$ cat config.mk
export PLATFORM = sky130hd
export DESIGN_NAME = vliw_writeback_ctrl
export DESIGN_NICKNAME = d
export VERILOG_FILES = /design/src/rtl/vliw_wb_pkg.sv /design/src/rtl/lq_tag_fifo.sv /design/src/rtl/vliw_writeback_ctrl.sv
export SDC_FILE = /design/constraint.sdc
export NUM_CORES = 1
export LEC_CHECK = 0
export CORE_ASPECT_RATIO = 0.5
export CORE_MARGIN = 2
export CORE_UTILIZATION = 45
export DETAILED_ROUTE_END_ITERATION = 7
export PLACE_DENSITY = 0.81
export SLEW_MARGIN = 40
export SYNTH_ARGS = -nofsm -noshare
export SYNTH_HDL_FRONTEND = slang
export SYNTH_HIERARCHICAL = 1
export SYNTH_SLANG_ARGS = --single-unit
$ cat constraint.sdc
create_clock -name clk -period 2.75 [get_ports clk]
set_input_delay 0.55 -clock clk [delete_from_list [all_inputs] [get_ports clk]]
set_output_delay 0.55 -clock clk [all_outputs]
set_load 0.005 [all_outputs]
$ cat src/rtl/vliw_wb_pkg.sv
// Shared types and defaults for the VLIW writeback controller.
// The load tag queue entry type is also defined here.
package vliw_wb_pkg;

  localparam int REG_AW   = 3;
  localparam int DATA_W   = 32;
  localparam int LQ_DEPTH = 4;

  // Fetch redirects here on an exception; the same flush squashes writeback.
  localparam logic [31:0] EXCEPTION_HANDLER_ADDRESS = 32'h0000_0100;

  typedef struct packed {
    logic [REG_AW-1:0] rd;
    logic              live;
  } lq_entry_t;

  function automatic logic [(1 << REG_AW)-1:0] rdOneHot(input logic [REG_AW-1:0] rd);
    logic [(1 << REG_AW)-1:0] oneHot;
    oneHot = '0;
    oneHot[rd] = 1'b1;
    return oneHot;
  endfunction

endpackage

$ cat src/rtl/lq_tag_fifo.sv
// In-order queue of outstanding load destinations with kill/flush of live bits.
// The caller gates push/pop; slots outside [head, tail) always hold live=0.
module lq_tag_fifo #(
  parameter int LQ_DEPTH = vliw_wb_pkg::LQ_DEPTH,
  parameter int REG_AW   = vliw_wb_pkg::REG_AW,
  localparam int PW      = $clog2(LQ_DEPTH),
  localparam int CW      = PW + 1
) (
  input  logic                     clk,
  input  logic                     reset,
  input  logic                     push,
  input  logic [REG_AW-1:0]        pushRd,
  input  logic                     pop,
  input  logic                     killEn,
  input  logic [REG_AW-1:0]        killRd,
  input  logic                     flush,
  output logic [CW-1:0]            count,
  output vliw_wb_pkg::lq_entry_t   head,
  output logic [(1 << REG_AW)-1:0] pendingMask
);
  import vliw_wb_pkg::*;

  lq_entry_t       entries [LQ_DEPTH];
  logic [PW-1:0]   headPtr;
  logic [PW-1:0]   tailPtr;

  assign head = entries[headPtr];

  // Pointers wrap naturally because LQ_DEPTH is a power of two.
  always_ff @(posedge clk or posedge reset) begin
    if (reset) begin
      headPtr <= '0;
      tailPtr <= '0;
      count   <= '0;
      for (int i = 0; i < LQ_DEPTH; i++) entries[i] <= '0;
    end else begin
      for (int i = 0; i < LQ_DEPTH; i++) begin
        // A load issued alongside a flush belongs to the squashed stream.
        if (push && PW'(i) == tailPtr) begin
          entries[i] <= {pushRd, ~flush};
        end else if (pop && PW'(i) == headPtr) begin
          entries[i].live <= 1'b0;
        end else if (flush || (killEn && entries[i].rd == killRd)) begin
          entries[i].live <= 1'b0;
        end
      end
      if (push) tailPtr <= tailPtr + 1'b1;
      if (pop)  headPtr <= headPtr + 1'b1;
      count <= count + CW'(push) - CW'(pop);
    end
  end

  always_comb begin
    pendingMask = '0;
    for (int i = 0; i < LQ_DEPTH; i++) begin
      if (entries[i].live) pendingMask = pendingMask | rdOneHot(entries[i].rd);
    end
  end

endmodule

$ cat src/rtl/vliw_writeback_ctrl.sv
// Writeback controller for both register-file write ports (ALU slot, memory slot).
// Registers ALU results, retires in-order load bytes, and resolves WAW between slots.
module vliw_writeback_ctrl #(
  parameter int LQ_DEPTH = vliw_wb_pkg::LQ_DEPTH,
  parameter int DATA_W   = vliw_wb_pkg::DATA_W,
  parameter int REG_AW   = vliw_wb_pkg::REG_AW
) (
  input  logic              clk,
  input  logic              reset,
  input  logic              ex_alu_valid,
  input  logic              ex_alu_regWrite,
  input  logic [REG_AW-1:0] ex_alu_rd,
  input  logic [DATA_W-1:0] ex_alu_result,
  input  logic              ld_issue_valid,
  input  logic [REG_AW-1:0] ld_issue_rd,
  output logic              ld_issue_ready,
  input  logic              mem_rsp_valid,
  input  logic [7:0]        mem_rsp_data,
  input  logic              flush,
  output logic              alu_regWrite,
  output logic [REG_AW-1:0] alu_rd,
  output logic [DATA_W-1:0] alu_writeData,
  output logic              mem_regWrite,
  output logic [REG_AW-1:0] mem_rd,
  output logic [DATA_W-1:0] mem_writeData,
  output logic [7:0]        pending_mask,
  output logic              err_unexpected_rsp
);
  import vliw_wb_pkg::*;

  localparam int CW = $clog2(LQ_DEPTH) + 1;

  logic [CW-1:0] lqCount;
  lq_entry_t     lqHead;
  logic          aluAccept;
  logic          lqPush;
  logic          lqPop;
  logic          lqEmpty;
  logic          headRetires;

  // Load issue handshake: a load transfers on a cycle where ld_issue_valid and
  // ld_issue_ready are both high; ready depends only on occupancy, so a full
  // queue refuses even when a response frees a slot that same cycle.
  assign ld_issue_ready = lqCount < CW'(LQ_DEPTH);
  assign lqPush         = ld_issue_valid && ld_issue_ready;
  assign lqEmpty        = lqCount == '0;
  assign lqPop          = mem_rsp_valid && !lqEmpty;
  assign aluAccept      = ex_alu_valid && ex_alu_regWrite && !flush;

  // The head is killed by a same-cycle ALU write to its rd: the ALU write is younger.
  assign headRetires = lqPop && lqHead.live && !flush &&
                       !(aluAccept && lqHead.rd == ex_alu_rd);

  lq_tag_fifo #(
    .LQ_DEPTH (LQ_DEPTH),
    .REG_AW   (REG_AW)
  ) u_lq (
    .clk         (clk),
    .reset       (reset),
    .push        (lqPush),
    .pushRd      (ld_issue_rd),
    .pop         (lqPop),
    .killEn      (aluAccept),
    .killRd      (ex_alu_rd),
    .flush       (flush),
    .count       (lqCount),
    .head        (lqHead),
    .pendingMask (pending_mask)
  );

  always_ff @(posedge clk or posedge reset) begin
    if (reset) begin
      alu_regWrite       <= 1'b0;
      alu_rd             <= '0;
      alu_writeData      <= '0;
      mem_regWrite       <= 1'b0;
      mem_rd             <= '0;
      mem_writeData      <= '0;
      err_unexpected_rsp <= 1'b0;
    end else begin
      alu_regWrite <= aluAccept;
      if (aluAccept) begin
        alu_rd        <= ex_alu_rd;
        alu_writeData <= ex_alu_result;
      end
      mem_regWrite <= headRetires;
      if (headRetires) begin
        mem_rd        <= lqHead.rd;
        mem_writeData <= {{(DATA_W-8){1'b0}}, mem_rsp_data};
      end
      if (mem_rsp_valid && lqEmpty) err_unexpected_rsp <= 1'b1;
    end
  end

endmodule

**Word level (Yosys, flattened, before mapping)**

Cells that the tools add are included.

- Bits in registers: 72
- Latch bits: 0
- RAM bits: 0
- Bits in read-only memories: 0
- Input port bits: 53
- Output and inout port bits: 82
- Word-level logic and storage cells: 114
- Memories kept: 0

- Add/sub/neg operators: 4
- Multiply operators: 0
- Divide/modulo/power cells: 0
- Magnitude comparators: 10
- Equality and inequality tests: 11
- Shift operators: 0
- Mux-type cells: 27
- Bitwise logic cells: 5
- Reductions and logical operators: 39

Operator list:

| kind | count |
|---|---|
| $mux 8 | 4 |
| $logic_and 1x1->1 | 25 |
| $or 8x8->8 | 3 |
| $lt 3x4->1 const B | 4 |
| $mux 1 | 16 |
| $eq 3x3->1 | 5 |
| $demux 1 s3 | 4 |
| $ge 3x1->1 const B | 4 |
| $reduce_bool 3->1 | 4 |
| $bmux 4 s2 | 1 |
| $eq 2x2->1 const A | 4 |
| $mux 4 | 2 |
| $add 2x1->2 const B | 2 |
| $eq 1x2->1 const A | 2 |
| $logic_not 2->1 | 2 |
| $logic_or 1x1->1 | 4 |
| $add 3x1->3 | 1 |
| $ge 3x3->1 const B | 1 |
| $logic_not 1->1 | 3 |
| $logic_not 3->1 | 1 |
| $lt 3x3->1 const B | 1 |
| $not 2->3 | 1 |
| $sub 3x1->3 | 1 |
| $not 1->1 | 1 |

**Depth between registers and ports, before layout**

- Depth in word-level cells: 11
- Gate-level depth with buffers: 7
- Gate-level depth less buffers: 7

**Modules after synthesis**

Netlist, hierarchy kept.

By module, submodules not included:

| module | times used | cells an instance | area each (sq um) |
|---|---|---|---|
| vliw_writeback_ctrl | 1 | 212 | 2103.3 |
| lq_tag_fifo | 1 | 147 | 1602.8 |

**Worst setup path after synthesis**

Ideal clock, no wire load.

- Kind: reg-to-reg
- Start point: reg u_lq.headPtr[0]
- End point: reg mem_rd[0]
- Arrival time: 2.154 ns
- Path slack: 0.471 ns
- Stages on the path, launching flop included: 8
- Buffers on the path: 2
- Period minus slack after synthesis: 2.279 ns
- Path through: dfrtp_1 -> buf_2 -> mux4_2 -> xor2_1 -> nor4_1 -> or4_4 -> buf_6 -> mux2_4

RTL lines:

| what | RTL line | RTL |
|---|---|---|
| start, declared | lq_tag_fifo.sv:24 | `logic [PW-1:0] headPtr;` |
| start signal, assigned | lq_tag_fifo.sv:48 | `if (pop) headPtr <= headPtr + 1'b1;` |
| end signal, assigned | vliw_writeback_ctrl.sv:88 | `mem_rd <= lqHead.rd;` |
| end, declared | vliw_writeback_ctrl.sv:24 | `output logic [REG_AW-1:0] mem_rd,` |

**Worst setup path after layout**

- Start point: reg u_lq/entries[12] (netlist name)
- End point: out pending_mask[0]

- Longest elaborated chain between the ends: 7

RTL lines:

| what | RTL line | RTL |
|---|---|---|
| start, declared | lq_tag_fifo.sv:23 | `lq_entry_t entries [LQ_DEPTH];` |
| start signal, assigned by index | lq_tag_fifo.sv:40 | `entries[i] <= {pushRd, ~flush};` |
| $mux 8 (*) | lq_tag_fifo.sv:56 | `if (entries[i].live) pendingMask = pendingMask \| rdOneHot(entries[i].rd);` |
| $or 8x8->8 | lq_tag_fifo.sv:56 |  |
| $mux 8 (*) | lq_tag_fifo.sv:56 |  |
| $or 8x8->8 | lq_tag_fifo.sv:56 |  |
| $mux 8 (*) | lq_tag_fifo.sv:56 |  |
| $or 8x8->8 | lq_tag_fifo.sv:56 |  |
| $mux 8 (*) | lq_tag_fifo.sv:56 |  |
| end, declared | vliw_writeback_ctrl.sv:26 | `output logic [7:0] pending_mask,` |

Every way passes the cells marked *; elsewhere a longest branch is shown, timed or not.

==> qor.yml <==
status: "completed"
grt_pass1_wl_mm: 13.4
routed_wl_mm: 8.48
r2r_slack_ps: 370
synthFlopType: "dfrtp_1"
cp_num_cells: 4
p_comb_frac: 0.334
max-vdd-ir-drop_mv: 0.443
grt_pass1_vias: 2718
pwr-share-seq: 0.386
diodes: 0
yosysTopAreaCell: "dfrtp_1"
postCtsHoldBufs: 0
start_kind: "flip-flop"
setup_viol: 0
synth_fa_ha_area_frac: 0.0392
cts.sinks: 72
root_buffer: "clkbuf_16"
powerDensity_mw_per_mm2: 865
ys_ff_latch: 72
cp.required_ps: 2200
pin_count: 135
drive_gt1_frac: 0.131
die-width_um: 132
synthXorXnorAreaFrac: 0.0449
rsz0062_at_grt: "false"
p_leak_nw: 2.43
synth_area_leaders: "dfrtp_1 49%, nand2_1 12%, buf_4 4.9%, mux2_2 4.3%, mux2_4 3.6%"
synth_top_family_by_area: "simple AND/OR/NAND/NOR gates"
worstSetupPathType: "reg -> out"
gp_congestion: 0.909
antenna_violating_nets_post_route: 0
cp-end-kind: "output port"
cts_buffer_depth: 2
skew_ps: 7.22
synthTopCellsByCount: "120 x nand2_1, 72 x dfrtp_1, 24 x buf_4"
drc_errors: 0
crit_path_end: "pending_mask[0]"
start_util: 0.463
h-tree-depth: 3
yosysWarnings: 6
cts.repair.resized: 0
clk_latency_ps: 340
fp-row-count: 23
synth_edf_count: 0
max_stage_delay_ps: 520
path_buf_inv: 1
pwr-share-clk: 0.279
synth_top_area_share: 0.486
vias: 2851
synthSimpleGateAreaFrac: 0.181
finalNetCount: 540
dr.pass1.iters: 4
reg2reg_depth: 5
fillers: 637
final-hold-violation-count: 0
power.switching_w: 0.00140
hold_path_class: "in -> async"
hpwlAfterDp_mm: 6.18
synthMuxAreaShare: 0.104
syn_inst: 359
port_buffers: 110
initialDrtViolationCount: 332
die_h_um: 68.2
finalPower_w: 0.00450
async_flop_share: 1.00
grt_max_degree: 48
numCtsBuffers: 9
grt_util_all_layers: 0.196
coreArea_sq_mm: 0.00800
crit_arrival_ps: 1960
holdWs_ps: 426
grt-ovfl-total: 0
fp.dieArea_sq_mm: 0.00902
synth.avg_cell_area_sq_um: 10.3
setup_tns_ps: 0
power.internal_w: 0.00310
syn2layout_area_growth_pct: 40.3
maxCapViolations: 0
clkSlewWorstSetupHoldPaths_ps: 60
yosys.cell_count.top_type: "nand2_1"
viasPerCell: 4.81
slowest_stage: "clkdlybuf4s50_1"
ys_seq_area_frac: 0.486
tritoncts: "yes"
crit_chain: "nor2b_1 > a22oi_1 > o211ai_1 > clkdlybuf4s50_1"
critPathLaunch: "u_lq/entries[12]"
swShare: 0.310
post_drt_wl_per_cell_um: 14.3
antenna_found_initial: 0
cpLargestDelayFamily: "buffers and inverters"
synth.distinct_cells: 46
synth_compound_area_frac: 0.0628
min_period_over_period: 0.913
cts_setup_buffers: 0
max_freq_mhz: 398
layout_min_cycle_time_ps: 2510
drv_slew: 0
critPathMaxFanout: 7
worstReg2RegStart: "u_lq/headPtr[0]"
worstReg2RegEnd: "mem_rd[2]"
netlist_area_sq_mm: 0.00371
==> kinds of logic (layout without fill, tap and decap cells) <==
| group | count (synthesis) | count (layout) |
|---|---|---|
| AO/OA/AOI/OAI | 27 | 27 |
| XOR/XNOR | 19 | 19 |
| adder cells (fa/ha/maj) | 11 | 11 |
| buffers and inverters | 51 | 150 |
| flip-flops | 72 | 72 |
| multiplexers | 27 | 27 |
| other | 1 | 24 |
| AND/OR/NAND/NOR | 151 | 151 |
==> worst register-to-register path, cell delays in order (launching register included) <==
cell     delay (ps)
dfrtp_1         540
mux4_2          570
xor2_1          160
nor4_1          310
or4_4           330
mux2_2          360
==> flip-flops by register name (all words and copies together) (netlist names) <==
signal	cells
alu_writeData	32
mem_writeData	8
mem_rd	3
alu_regWrite	1
mem_regWrite	1
u_lq/tailPtr	2
u_lq/count	3
u_lq/entries	16
u_lq/headPtr	2
alu_rd	3
err_unexpected_rsp	1
==> how the worst min path moves through the flow <==
| stage | slack, ps | cells after the start | from | to |
|---|---|---|---|---|
| global placement | 440 | 1 | err_unexpected_rsp | err_unexpected_rsp |
| global route | 430 | 2 | reset | err_unexpected_rsp |
| CTS | 410 | 2 | reset | err_unexpected_rsp |
| finish | 430 | 2 | reset | err_unexpected_rsp |
| floorplan | 450 | 1 | err_unexpected_rsp | err_unexpected_rsp |
| detailed placement | 450 | 1 | err_unexpected_rsp | err_unexpected_rsp |
==> per-layer routing <==
metal  part of all wire  routed length, um  global-route usage  vias to the layer above
li1                   -                  -                   -                     1372
met1               0.43               3650               0.241                     1360
met2               0.49               4170               0.339                      107
met3              0.064                541              0.0585                       12
met4              0.013                111              0.0712                        0
met5                  0                  0                   0                        -
==> power by group through the flow <==
stage	sequential (W)	combinational (W)	clock [W]
2_1_floorplan	0.00162	0.000972	0
3_3_place_gp	0.00174	0.00146	0
3_5_place_dp	0.00175	0.00151	0
4_1_cts	0.00173	0.00152	0.00129
5_1_grt	0.00178	0.00165	0.00133
6_report	0.00174	0.00150	0.00126
==> cell type report <==
class	count	area (sq um)	area share
clock buffers	10	229	0.0440
clock inverters	6	92.6	0.0178
inverters	13	48.8	0.00938
multi-input cells	259	1690	0.325
flip-flops and latches	72	1800	0.346
well taps	112	140	0.0269
repair buffers	121	1200	0.230
==> layout by cell type (no fill, tap or decap), types with 2 or more instances in the layout <==
master	count
o211ai_1	3
bufinv_16	2
ha_1	10
and2b_2	2
mux4_2	3
dfrtp_1	72
xnor2_1	13
inv_1	11
clkinvlp_4	2
and4_1	4
a21boi_0	4
conb_1	24
nand2_1	120
mux2_2	14
a211oi_2	4
a22oi_1	2
a32oi_1	3
clkbuf_16	9
o221ai_1	4
nor2_1	2
xor2_1	6
buf_4	10
nand3_1	2
nor2b_1	6
mux2_4	9
clkdlybuf4s50_1	110
nand2b_1	5
o21ai_0	2
==> through the flow <==
| step | cell area (sq um) | setup slack, ps | utilization | instances |
|---|---|---|---|---|
| detailed placement | 4880 | 357 | 0.610 | 577 |
| finish | 5200 | 239 | 0.650 | 593 |
| CTS | 5200 | 241 | 0.650 | 593 |
| global placement | 4880 | 428 | 0.610 | 577 |
| floorplan | 3790 | 471 | - | 382 |
| global route | 5200 | 136 | 0.650 | 593 |
Power figures use the tool's default switching activity.
